===== src/rtl/load_store_unit.sv =====
// Load/store unit: one outstanding CPU access at a time to a word-wide memory port, with byte-lane steering and load extension.
// Optional build macro LSU_MISALIGN_TRAP_EN: trap misaligned half/word accesses instead of silently aligning them.
module load_store_unit #(
    parameter int WAIT_MAX = 255
) (
    input  logic        clk_cpu,
    input  logic        reset,
    input  logic        ls_valid,
    input  logic [5:0]  ls_op,
    input  logic [31:0] ls_adrs,
    input  logic [31:0] ls_wdata,
    output logic        ls_ready,
    output logic        ls_done,
    output logic        ls_err,
    output logic [31:0] ls_rdata,
    output logic        mem_req,
    output logic        mem_we,
    output logic [31:0] mem_adrs,
    output logic [31:0] mem_wdata,
    output logic [3:0]  mem_be,
    input  logic        mem_gnt,
    input  logic        mem_rvalid,
    input  logic [31:0] mem_rdata
);
    // Counter must be able to hold WAIT_MAX itself (a load granted in the final REQ cycle).
    localparam int            CW       = (WAIT_MAX < 1) ? 1 : $clog2(WAIT_MAX + 1);
    localparam logic [CW-1:0] CNT_LAST = CW'(WAIT_MAX - 1);

    localparam logic [5:0] OP_LB  = 6'h20;
    localparam logic [5:0] OP_LH  = 6'h21;
    localparam logic [5:0] OP_LW  = 6'h23;
    localparam logic [5:0] OP_LBU = 6'h24;
    localparam logic [5:0] OP_LHU = 6'h25;
    localparam logic [5:0] OP_SB  = 6'h28;
    localparam logic [5:0] OP_SH  = 6'h29;
    localparam logic [5:0] OP_SW  = 6'h2B;

    typedef enum logic [1:0] {IDLE, REQ, WAIT, DONE} state_t;
    typedef enum logic [1:0] {SZ_BYTE, SZ_HALF, SZ_WORD} size_t;

    state_t        state_reg;
    logic [5:0]    op_reg;
    logic [1:0]    lane_reg;
    logic [CW-1:0] cnt_reg;

    logic          op_legal_next;
    logic          op_load_next;
    logic          trap_next;
    size_t         size_next;
    logic [1:0]    lane_next;
    logic [3:0]    be_next;
    logic [31:0]   wdata_next;

    // Request decode: size, lane, byte enables and replicated store data.
    always_comb begin
        op_legal_next = 1'b1;
        op_load_next  = 1'b1;
        size_next     = SZ_WORD;
        case (ls_op)
            OP_LB, OP_LBU: size_next = SZ_BYTE;
            OP_LH, OP_LHU: size_next = SZ_HALF;
            OP_LW:         size_next = SZ_WORD;
            OP_SB: begin
                op_load_next = 1'b0;
                size_next    = SZ_BYTE;
            end
            OP_SH: begin
                op_load_next = 1'b0;
                size_next    = SZ_HALF;
            end
            OP_SW:         op_load_next = 1'b0;
            default:       op_legal_next = 1'b0;
        endcase

        lane_next  = 2'b00;
        be_next    = 4'b1111;
        wdata_next = ls_wdata;
        case (size_next)
            SZ_BYTE: begin
                lane_next  = ls_adrs[1:0];
                be_next    = 4'b0001 << ls_adrs[1:0];
                wdata_next = {4{ls_wdata[7:0]}};
            end
            SZ_HALF: begin
                lane_next  = {ls_adrs[1], 1'b0};
                be_next    = ls_adrs[1] ? 4'b1100 : 4'b0011;
                wdata_next = {2{ls_wdata[15:0]}};
            end
            default: begin
                lane_next  = 2'b00;
                be_next    = 4'b1111;
                wdata_next = ls_wdata;
            end
        endcase

`ifdef LSU_MISALIGN_TRAP_EN
        trap_next = !op_legal_next
                  || ((size_next == SZ_HALF) && ls_adrs[0])
                  || ((size_next == SZ_WORD) && (ls_adrs[1:0] != 2'b00));
`else
        trap_next = !op_legal_next;
`endif
    end

    logic [7:0]  rbyte [4];
    logic [7:0]  sel_byte;
    logic [15:0] sel_half;
    logic [31:0] load_value;

    for (genvar gi = 0; gi < 4; gi++) begin : g_lane
        assign rbyte[gi] = mem_rdata[8*gi +: 8];
    end

    always_comb begin
        sel_byte = rbyte[lane_reg];
        sel_half = lane_reg[1] ? mem_rdata[31:16] : mem_rdata[15:0];
        case (op_reg)
            OP_LB:   load_value = {{24{sel_byte[7]}}, sel_byte};
            OP_LBU:  load_value = {24'h0, sel_byte};
            OP_LH:   load_value = {{16{sel_half[15]}}, sel_half};
            OP_LHU:  load_value = {16'h0, sel_half};
            default: load_value = mem_rdata;
        endcase
    end

    always_ff @(posedge clk_cpu) begin
        if (reset) begin
            state_reg <= IDLE;
            op_reg    <= 6'h0;
            lane_reg  <= 2'b00;
            cnt_reg   <= '0;
            ls_ready  <= 1'b1;
            ls_done   <= 1'b0;
            ls_err    <= 1'b0;
            ls_rdata  <= 32'h0;
            mem_req   <= 1'b0;
            mem_we    <= 1'b0;
            mem_adrs  <= 32'h0;
            mem_wdata <= 32'h0;
            mem_be    <= 4'h0;
        end else begin
            case (state_reg)
                IDLE: begin
                    if (ls_valid) begin
                        ls_ready <= 1'b0;
                        if (trap_next) begin
                            state_reg <= DONE;
                            ls_done   <= 1'b1;
                            ls_err    <= 1'b1;
                            ls_rdata  <= 32'h0;
                        end else begin
                            state_reg <= REQ;
                            op_reg    <= ls_op;
                            lane_reg  <= lane_next;
                            cnt_reg   <= '0;
                            mem_req   <= 1'b1;
                            mem_we    <= !op_load_next;
                            mem_adrs  <= {ls_adrs[31:2], 2'b00};
                            mem_wdata <= wdata_next;
                            mem_be    <= be_next;
                        end
                    end
                end
                REQ: begin
                    if (mem_gnt) begin
                        mem_req <= 1'b0;
                        cnt_reg <= cnt_reg + CW'(1);
                        if (mem_we) begin
                            state_reg <= DONE;
                            ls_done   <= 1'b1;
                            ls_err    <= 1'b0;
                            ls_rdata  <= 32'h0;
                        end else begin
                            state_reg <= WAIT;
                        end
                    end else if (cnt_reg == CNT_LAST) begin
                        mem_req   <= 1'b0;
                        state_reg <= DONE;
                        ls_done   <= 1'b1;
                        ls_err    <= 1'b1;
                        ls_rdata  <= 32'h0;
                    end else begin
                        cnt_reg <= cnt_reg + CW'(1);
                    end
                end
                WAIT: begin
                    if (mem_rvalid) begin
                        state_reg <= DONE;
                        ls_done   <= 1'b1;
                        ls_err    <= 1'b0;
                        ls_rdata  <= load_value;
                    end else if (cnt_reg >= CNT_LAST) begin
                        state_reg <= DONE;
                        ls_done   <= 1'b1;
                        ls_err    <= 1'b1;
                        ls_rdata  <= 32'h0;
                    end else begin
                        cnt_reg <= cnt_reg + CW'(1);
                    end
                end
                default: begin
                    state_reg <= IDLE;
                    ls_done   <= 1'b0;
                    ls_err    <= 1'b0;
                    ls_ready  <= 1'b1;
                end
            endcase
        end
    end
endmodule


===== config.mk =====
export PLATFORM = sky130hd
export DESIGN_NAME = load_store_unit
export DESIGN_NICKNAME = d
export VERILOG_FILES = /design/src/rtl/load_store_unit.sv
export SDC_FILE = /design/constraint.sdc
export NUM_CORES = 1
export LEC_CHECK = 0
export BUFFER_PORTS_ARGS = -buffer_cell sky130_fd_sc_hd__buf_2
export CAP_MARGIN = 30
export CORE_UTILIZATION = 50
export DETAILED_ROUTE_END_ITERATION = 10
export HOLD_SLACK_MARGIN = 0.02
export PLACE_DENSITY = 0.8
export SYNTH_ARGS = -nofsm -noshare
export SYNTH_HDL_FRONTEND = slang
export SYNTH_SLANG_ARGS = --single-unit
export TNS_END_PERCENT = 50

===== constraint.sdc =====
create_clock -name clk_cpu -period 2.3 [get_ports clk_cpu]
set_input_delay 0.46 -clock clk_cpu [delete_from_list [all_inputs] [get_ports clk_cpu]]
set_output_delay 0.46 -clock clk_cpu [all_outputs]
set_load 0.01 [all_outputs]

==> metrics.txt <==
Worst R2R Setup Slack=0.34 ns; ys async rst share=0%; clock skew=0.00623 ns; outcome=finished clean; Synthesis Warnings=0; largest net degree at the start of global routing=59; DRC Markers=0; DP Area=0.00701 mm²; Adder-Cell Fraction of Synth Area=1.28%; Final Hold Viols=0; clock tree root buffer cell=clkbuf_16; slowest stage delay, CP=0.91 ns; most common cell after layout, fill and taps aside=buf_2; grt total ovfl=0; Clk network pwr share=38.4%; Comb power frac=28.1%; WS Path Type=reg2reg; mux contribution to synthesized area=10.2%; filler cell count=1,002; num rows=39; Skew-Pair Late Insertion Delay=0.41 ns; # setup viols final=0; Startpoint Class=register; CTS sink cnt=121; element type at the critical path end=register; fin crit share=85.4%; first-pass GRT wire length=25,700 µm; Reg power frac=33.5%; cell area after layout=0.00760 mm²; hold path endpoint=mem_adrs[5]$_SDFFE_PP0P_; n_diodes=0; peak supply drop=0.647 mV; critical path fanouts, max=23; PostCTS Resize Cnt=0; biggest regs=ls_rdata: 32 flops, mem_wdata: 32 flops, mem_adrs: 30 flops; Worst Hold Depth=3; Pre-Repair DR Iteration Count=5; Layout Utilization=66.6%; setup tns final=0 ns; vias in the first global route=5,462; sw power=2.12 mW; Critical Path RT=2.58 ns; Die X=110 µm; Period minus WS final=1.96 ns; worst reg2reg startpoint=op_reg[1]$_SDFFE_PP0P_; IO Count=212; Detailed Route WL=16,100 µm; core area=0.0114 mm²; ANT nets after route=0; routed vias/inst=5.39; post-synthesis compound-gate area fraction=20.3%; Worst path slowest cell=or4b_1; CTS Buf Count=17; Hold WC Path Type=in2reg; Die ar.=0.0122 mm²; Sw Share=30.4%; Max clock buf depth=2; critical path cell sequence=or4b_1 > a21oi_1 > nand2_1 > o211ai_1 > mux2i_1; FF-to-FF path depth=5; register bit total from synthesis=121; Final HPWL DP=11,200 µm; routability cong.=0.808; Vias=5,717; Final #Nets=1,019; EDFF count, synth=0; Setup Buffers After CTS=0; CTS tree=yes; mapped cell area=0.00586 mm²; Rel. slew slack=48.2%; largest area contributor in the netlist=dfxtp_1; r2r endpoint=ls_rdata[14]$_SDFFE_PP0P_; Main synth FF type=dfxtp_1; Least-Margin Pin Slew=0.777 ns; drt first-iter violations=295; CTS clk-pin slew, worst paths=0.06 ns; WL per Instance=15.2 µm; Die Height=110 µm; Initial Utilization=51.3%; Port-buffer cells=209; Hold Crit Start=ls_adrs[5]; Max Fclk=509 MHz; Pins Over Slew Limit=0; RSZ-0062 raised after global routing=no; Int Pwr=4.86 mW; antenna violations before repair=0; maxcap violations=0; Cells after Synth=717; Distinct cells, synth=50; Tot GR Track Use=27.4%; Pwr Total=6.98 mW; Post-Synth Simple-Gate Area=21.3%; mean post-synth cell area=8.17 µm²; post-synthesis sequential area ratio=41.3%; main combinational cell family by area after synthesis=simple AND/OR/NAND/NOR gates; proportion of netlist area held by the largest area contributor=41.3%; Pleak=3.40 nW; layout cells sized above 1=29.6%; critical path arrival=2.25 ns; leading post-synthesis cells by cell area=dfxtp_1, nand2_1, mux2i_1, a21oi_1, nand2b_1; H-tree levels=4; Layout area overhead=29.8%; PwrDens=918 mW/mm²; most frequent cells in the layout=buf_2, nand2_1, dfxtp_1, a21oi_1, mux2i_1; XOR/XNOR share of the synthesized area=0%; hold buffers post-CTS=0
power by group through the flow:
stage,Sequential (mW),Combinational [mW],Clock (mW)
5_1_grt,2.35,2.13,2.82
3_5_place_dp,2.38,1.95,0
2_1_floorplan,2.42,1.41,0
4_1_cts,2.34,1.97,2.71
3_3_place_gp,2.37,1.92,0
6_report,2.34,1.96,2.68
synthesized netlist by cell type, types with 9 or more instances:
master and number:
o211ai_1 27, nor2_1 37, clkbuf_1 26, nand2_1 153, dfxtp_1 121, o21ai_0 20, a31oi_1 9, buf_2 23
mux2i_1 49, inv_1 10, nor3_1 11, a211oi_1 9, nand3_1 11, a311oi_1 10, nand2b_1 38, a21oi_1 80
how the worst max path moves through the flow:
stage | from | slack [ns] | cells after the start | endpoint
global route | op_reg[1]$_SDFFE_PP0P_ | 0.19 | 5 | ls_rdata[14]$_SDFFE_PP0P_
detailed placement | ls_op[3] | 0.27 | 6 | mem_wdata[15]$_SDFFE_PP0P_
global placement | ls_op[3] | 0.34 | 6 | mem_wdata[9]$_SDFFE_PP0P_
floorplan | state_reg[0]$_SDFFE_PP0P_ | 0.65 | 8 | mem_be[3]$_SDFFE_PP0P_
finish | op_reg[1]$_SDFFE_PP0P_ | 0.34 | 5 | ls_rdata[14]$_SDFFE_PP0P_
CTS | state_reg[1]$_SDFFE_PP0P_ | 0.35 | 7 | mem_wdata[16]$_SDFFE_PP0P_
cell type report:
class | count | area (µm²) | area share, %
Timing Repair Buffer | 227 | 1230 | 16.2
Multi-Input combinational cell | 529 | 3140 | 41.3
Clock inverter | 8 | 120 | 1.58
Sequential cell | 121 | 2420 | 31.9
Tap cell | 143 | 179 | 2.35
Clock buffer | 22 | 474 | 6.24
Inverter | 10 | 37.5 | 0.494
stage by stage:
stage	hold WS [ns]	std cells	worst slack [ns]
floorplan	0.446	718	0.652
global placement	0.438	1030	0.338
detailed placement	0.443	1030	0.273
CTS	0.274	1060	0.346
global route	0.281	1060	0.187
finish	0.279	1060	0.336
critical path, delay by kind of cell (launching register included):
| kind | cells | cell delay, ns |
|---|---|---|
| compound gates | 2 | 0.40 |
| flops | 1 | 0.34 |
| mux | 1 | 0.11 |
| simple gates | 2 | 0.99 |
cell families after synthesis:
kind of cell,Yosys count
other,1
adder cells (fa/ha/maj),6
buffers and inverters,68
multiplexers,58
AND/OR/NAND/NOR,274
flip-flops,121
AO/OA/AOI/OAI,189
routing by layer:
metal,vias up,GRT usage (%),wire (µm)
li1,2865,-,-
met1,2594,31.8,6670
met2,223,46.0,7780
met3,35,8.76,1250
met4,0,12.1,389
met5,-,0,0
(Power assumes the default switching activity.)
